`src/rtl/pipeline_id_redirect.sv`:
```
`default_nettype none
// ============================================================================
// Module   : pipeline_id_redirect
// Purpose  : ID-stage register with static JAL/backward-branch prediction and
//            squashing of the sequential shadow fetched after a redirect.
// Revision : 1.0 - initial release
// ============================================================================
module pipeline_id_redirect #(
    parameter int DRAIN_DEPTH      = 2,
    parameter int PREDICT_BACKWARD = 1
) (
    input  logic        clk,
    input  logic        reset,
    input  logic        enable,
    input  logic        flush_i,
    input  logic        valid_f_i,
    input  logic [31:0] instruction_f_i,
    input  logic [31:0] pc_f_i,
    output logic [31:0] instruction_d_o,
    output logic [31:0] pc_d_o,
    output logic        valid_d_o,
    output logic [31:0] redirection_d_o,
    output logic        taken_d_o,
    output logic [1:0]  drain_cnt_d_o
);

    localparam logic [6:0] c_OP_JAL    = 7'b1101111;
    localparam logic [6:0] c_OP_BRANCH = 7'b1100011;
    localparam logic [1:0] c_DRAIN_CNT = 2'(DRAIN_DEPTH);

    typedef enum logic [0:0] {
        S_RUN   = 1'b0,
        S_DRAIN = 1'b1
    } state_t;

    state_t      state_q, state_d;
    logic [31:0] instr_q, instr_d;
    logic [31:0] pc_q, pc_d;
    logic        valid_q, valid_d;
    logic [31:0] redir_q, redir_d;
    logic        taken_q, taken_d;
    logic [1:0]  cnt_q, cnt_d;

    logic        w_is_jal;
    logic        w_is_bwd_branch;
    logic        w_predict;
    logic [31:0] w_imm_j;
    logic [31:0] w_imm_b;
    logic [31:0] w_target;

    assign w_is_jal        = (instruction_f_i[6:0] == c_OP_JAL);
    assign w_is_bwd_branch = (instruction_f_i[6:0] == c_OP_BRANCH) && instruction_f_i[31]
                             && (PREDICT_BACKWARD != 0);
    assign w_predict       = valid_f_i && (state_q == S_RUN) && (w_is_jal || w_is_bwd_branch);

    assign w_imm_j  = {{12{instruction_f_i[31]}}, instruction_f_i[19:12], instruction_f_i[20],
                       instruction_f_i[30:21], 1'b0};
    assign w_imm_b  = {{20{instruction_f_i[31]}}, instruction_f_i[7], instruction_f_i[30:25],
                       instruction_f_i[11:8], 1'b0};
    assign w_target = pc_f_i + (w_is_jal ? w_imm_j : w_imm_b);

    always_comb begin
        state_d = state_q;
        instr_d = instr_q;
        pc_d    = pc_q;
        valid_d = valid_q;
        redir_d = redir_q;
        taken_d = taken_q;
        cnt_d   = cnt_q;

        if (flush_i) begin
            // Flush kills ID and the drain even while stalled; the datapath
            // still advances only on an enabled edge.
            if (enable) begin
                instr_d = instruction_f_i;
                pc_d    = pc_f_i;
            end
            valid_d = 1'b0;
            taken_d = 1'b0;
            cnt_d   = 2'd0;
            state_d = S_RUN;
        end else if (enable) begin
            instr_d = instruction_f_i;
            pc_d    = pc_f_i;
            taken_d = 1'b0;
            if (state_q == S_RUN) begin
                valid_d = valid_f_i;
                if (w_predict) begin
                    redir_d = w_target;
                    taken_d = 1'b1;
                    cnt_d   = c_DRAIN_CNT;
                    state_d = (DRAIN_DEPTH != 0) ? S_DRAIN : S_RUN;
                end
            end else begin
                valid_d = 1'b0;
                if (valid_f_i) begin
                    cnt_d = cnt_q - 2'd1;
                    if (cnt_q == 2'd1) begin
                        state_d = S_RUN;
                    end
                end
            end
        end
    end

    always_ff @(posedge clk) begin
        if (reset) begin
            state_q <= S_RUN;
            instr_q <= 32'd0;
            pc_q    <= 32'd0;
            valid_q <= 1'b0;
            redir_q <= 32'd0;
            taken_q <= 1'b0;
            cnt_q   <= 2'd0;
        end else begin
            state_q <= state_d;
            instr_q <= instr_d;
            pc_q    <= pc_d;
            valid_q <= valid_d;
            redir_q <= redir_d;
            taken_q <= taken_d;
            cnt_q   <= cnt_d;
        end
    end

    assign instruction_d_o = instr_q;
    assign pc_d_o          = pc_q;
    assign valid_d_o       = valid_q;
    assign redirection_d_o = redir_q;
    assign taken_d_o       = taken_q;
    assign drain_cnt_d_o   = cnt_q;

endmodule
`default_nettype wire

```
`config.mk`:
```
export PLATFORM = sky130hd
export DESIGN_NAME = pipeline_id_redirect
export DESIGN_NICKNAME = d
export VERILOG_FILES = /design/src/rtl/pipeline_id_redirect.sv
export SDC_FILE = /design/constraint.sdc
export NUM_CORES = 1
export LEC_CHECK = 0
export CAP_MARGIN = 20
export CORE_ASPECT_RATIO = 1.1
export CORE_UTILIZATION = 51
export DETAILED_ROUTE_END_ITERATION = 10
export PLACE_DENSITY = 0.9
export SKIP_LAST_GASP = 1
export SLEW_MARGIN = 25
export SYNTH_ARGS = -nofsm -noshare
export SYNTH_HDL_FRONTEND = slang
export SYNTH_SLANG_ARGS = --single-unit
```
`constraint.sdc`:
```
create_clock -name clk -period 7.8 [get_ports clk]
set_input_delay 1.95 -clock clk [delete_from_list [all_inputs] [get_ports clk]]
set_output_delay 1.95 -clock clk [all_outputs]
set_load 0.1 [all_outputs]
```
## Word level (Yosys, flattened, before mapping)

Index checks and enable logic that the tools add are counted.

| storage, ports and cells | value |
|---|---|
| output and inout port bits | 100 |
| register bits after elaboration | 101 |
| word-level logic and storage cells | 33 |
| bits of input ports | 69 |

| cells by class | value |
|---|---|
| mux-type cells | 10 |
| reductions and logical operators | 8 |
| equality and inequality tests | 4 |
| add/sub/neg operators | 2 |
| bitwise operators | 2 |

Operator list:

| cell | count |
|---|---|
| 32-bit adder | 1 |
| 20-bit 2-to-1 mux | 1 |
| 7-bit equality test (second input constant) | 2 |
| 1-bit 2-to-1 mux | 6 |
| 2-bit 2-to-1 mux | 3 |
| 4-bit AND reduction | 1 |
| 1-bit logical AND | 3 |
| 3-bit AND reduction | 1 |
| 2-bit by 1-bit equality test with 1-bit output (second input constant) | 1 |
| 2-bit inequality test (second input constant) | 1 |
| 1-bit NOT | 2 |
| 2-bit nonzero test | 1 |
| 2-bit OR reduction | 1 |
| 2-bit by 1-bit subtractor with 2-bit output (second input constant) | 1 |
| 1-bit logical OR | 1 |

## Longest topological paths before layout

| logic depth | value |
|---|---|
| depth after elaboration | 6 |
| mapped depth | 15 |
| gate-level depth less buffers | 14 |

## Least setup slack after synthesis

Ideal clock, no wire load.

| timing | value |
|---|---|
| path type | input -> register |
| start point | in instruction_f_i[1] |
| end point | reg redir_q[29], in the netlist redirection_d_o[29] |
| library setup time | 118 ps |
| data required time | 7682 ps |
| slack | 2827 ps |
| data arrival time | 4854 ps |
| buffers on the path | 1 |
| cell stages on the path | 15 |
| cell sequence | nor2b_1 -> nand4_1 -> nor2_1 -> clkbuf_1 -> mux2_2 -> ha_1 -> inv_1 -> fa_1 -> nor2b_1 -> o31a_1 -> o21ai_1 -> o221ai_1 -> a311oi_1 -> mux2i_1 -> nand2_1 |

| between the ends | value |
|---|---|
| cells in the longest elaborated chain, start to end | 5 |
| elaborated cells between the ends (all ways) | 8 |
| classes of those cells | add/sub (1); eq/ne (2); mux (1); reduce/logical (4) |

Ends and longest elaborated chain:

| item | RTL line | text |
|---|---|---|
| from (decl) | 17 | `input logic [31:0] instruction_f_i,` |
| parallel branches: the longest is 5 deep, another holds 32-bit adder | n/a |  |
| to (signal assigned) | 120 | `redir_q <= redir_d;` |
| to (decl) | 40 | `logic [31:0] redir_q, redir_d;` |

Several ways; the timed one is not identified.
A chain may end at the register's enable or synchronous reset.

## Final worst setup path

| timing | value |
|---|---|
| start point | in instruction_f_i[1] |
| end point | reg redir_q[28], in the netlist redirection_d_o[28] |

The elaborated chain is that of the path after synthesis.

==> results.json <==
{
  "cts_resized": 0,
  "cts_max_level": 3,
  "die_y_microns": 110.7,
  "critPathKind": "in2reg",
  "cp_data_required_time_ns": 8.04,
  "grt_pass1_wl_mm": 26.22,
  "use_met1_pct": 34.10,
  "worstPathMaxFanout": 14,
  "ir_worst_vdd_mv": 0.1402,
  "clock_skew_ns": 0.004421,
  "maxSlewHeadroom_pct": 30.66,
  "drc_errors": 0,
  "syn_inst": 636,
  "clk_pin_slew_ns": 0.07,
  "multi_input_area_sq_mm": 0.003282,
  "power_frac_seq_pct": 39.0,
  "cp-start-kind": "input port",
  "synth_cell_types": 55,
  "io_pins": 169,
  "grt.busiest_layer": "met2",
  "drv_cap": 0,
  "synth-seq-cells": 101,
  "p_leak_uw": 0.003045,
  "antenna_found_initial": 0,
  "synthArstFlopShare_pct": 0,
  "switching_share_pct": 36.09,
  "rsz0062_at_grt": "no",
  "dp.cells": 915,
  "final_cells": 930,
  "grt_use_total_pct": 29.49,
  "fp.coreArea_sq_mm": 0.01039,
  "status": "finished, final reports clean",
  "portBuffers": 168,
  "insertion_delay_ns": 0.35,
  "grt_max_degree": 104,
  "tritoncts": "built",
  "use_met2_pct": 51.74,
  "cts_buffer_depth": 2,
  "synth_edf_count": 0,
  "arrival_ns": 5.78,
  "setup_viol": 0,
  "slew_violations": 0,
  "drt_wl_total_mm": 16.14,
  "drive_gt1_share_pct": 3.685,
  "synthTopCellsByArea": "dfxtp_1, mux2i_1, ha_1",
  "ys_warn_count": 0,
  "synth_nets": 740,
  "fillers": 794,
  "initialDrtViolationCount": 313,
  "grt_pass1_vias": 5448,
  "synth_top_cell_by_area": "dfxtp_1",
  "clockRootBuffer": "clkbuf_16",
  "syn_avg_cell_area_sq_um": 8.611,
  "first_pass_iters": 4,
  "p_comb_share_pct": 30.6,
  "final_core_util_pct": 72.13,
  "post-cts-setup-buffers": 0,
  "antenna_cells": 0,
  "ant_nets": 0,
  "max_freq_ghz": 0.1803,
  "dpl.hpwl_mm": 12.04,
  "p_sw_uw": 505.9,
  "rows": 39,
  "die_w_microns": 100.8,
  "synth-seq-area-share_pct": 36.92,
  "grtUsageMet3_pct": 6.747,
  "cts_sinks": 101,
  "setup_tns_ns": 0,
  "p_clk_share_pct": 30.5,
  "period_minus_slack_ns": 5.546,
  "globalRouteOverflowTotal": 0,
  "holdCritPathClass": "reg2reg",
  "p_per_area_mw_per_mm2": 187.0,
  "synth_area_sq_mm": 0.005477,
  "hold_viol_final": 0,
  "dieArea_sq_mm": 0.01116,
  "syn_to_final_growth_pct": 36.90,
  "power.internal_uw": 895.8,
  "regArea_sq_mm": 0.002022,
  "gp_congestion": 1.005,
  "period_share_pct": 71.11,
  "cp-end-kind": "flop",
  "worstMarginPinSlew_ns": 1.040,
  "synth_top_cell_area_share_pct": 36.92,
  "ys.flop_type": "dfxtp_1",
  "vias": 5379,
  "initial_core_util_pct": 52.69,
  "cts_inserted_buffers": 9,
  "via_per_inst": 5.784,
  "ctsHoldBuffers": 0,
  "wl_per_cell_microns": 17.36,
  "nets": 887
}
kinds of logic (layout without fill, tap and decap cells):
kind of cell / count (synthesis) / after routing / synth area share (%)
buffers and inverters: 46 / 197 / 3.290
adders and majority gates: 35 / 35 / 8.133
muxes: 73 / 73 / 13.50
xor gates and xnor gates: 17 / 17 / 2.719
DFF: 101 / 101 / 36.92
and+or+nand+nor: 218 / 218 / 18.76
AOI/OAI and AO/OA: 146 / 146 / 16.68
state kept, by name, summed over array words and instances (netlist names):
signal           cells
drain_cnt_d_o        2
state_q              1
redirection_d_o     32
valid_d_o            1
taken_d_o            1
pc_d_o              32
instruction_d_o     32
through the flow:
stage	hold slack [ns]	worst slack, ns	total power, uW	cell area (sq um)
3_3_place_gp	0.4372	1.827	973.0	7217
2_1_floorplan	0.5029	2.827	858.9	5477
6_report	0.4528	2.254	1402	7497
3_5_place_dp	0.4428	1.652	981.4	7217
4_1_cts	0.4524	2.008	1404	7491
5_1_grt	0.4693	1.921	1451	7497
layout by cell type (no fill, tap or decap), types with 8 or more instances in the layout:
cell type        instances
clkdlybuf4s50_1        166
dfxtp_1                101
nor2_1                  89
mux2i_1                 66
a21oi_1                 51
nand2_1                 50
ha_1                    34
o21ai_0                 19
a21o_1                  18
inv_1                   12
nand3_1                 11
o21ai_1                  9
nor3_1                   9
o21a_1                   9
xnor2_1                  9
clkbuf_16                9
a211oi_1                 8
xor2_1                   8
path summary, 6_finish.rpt:
kind	slack, ns	to	start	depth (start not counted)
max	2.25	redirection_d_o[28]	instruction_f_i[1]	13
min	0.45	redirection_d_o[25]	redirection_d_o[25]	2
max reg2reg	5.59	redirection_d_o[22]	state_q	5
min reg2reg	0.45	redirection_d_o[25]	redirection_d_o[25]	2
critical path: stages:
cell and delay, ns:
clkdlybuf4s50_1 0.47, nor2b_1 0.15, nand4_1 0.16, nor2_2 0.58, mux2_2 0.45, ha_1 0.28
a21oi_1 0.21, and4b_1 0.27, o211ai_1 0.33, a21oi_1 0.17, o21ai_0 0.49, or4_1 0.19
nand3_1 0.07
power by group through the flow:
stage	sequential, uW	combinational [uW]	clock [uW]
5_1_grt	548	453	450
4_1_cts	546	426	432
6_report	546	429	427
3_5_place_dp	557	424	0
3_3_place_gp	556	417	0
2_1_floorplan	700	159	0
synth_stat cells (all sizes together), types with 6 or more instances:
cell type / count
nand3: 11
o21ai: 28
o211ai: 6
a21oi: 51
clkbuf: 19
a21o: 18
nor3: 10
nor2b: 7
nand3b: 7
mux2: 7
o21a: 9
buf: 15
inv: 12
mux2i: 66
nor2: 90
a211oi: 8
xnor2: 9
nand2: 50
nand2b: 7
xor2: 8
dfxtp: 101
ha: 34
layout make-up:
cell class	instances	area share [%]
Inverter	12	0.6008
Sequential cell	101	26.97
Tap cell	143	2.387
Timing Repair Buffer	170	22.61
Multi-Input combinational cell	489	43.78
Clock buffer	9	3.004
Clock inverter	6	0.6509
layer usage:
layer	routed length [microns]	share of wire [%]	up-vias
li1	-	-	2575
met1	6498	40	2570
met2	8069	50	195
met3	1062	6.6	39
met4	514	3.2	0
met5	0	0	-
(Power assumes the default switching activity.)
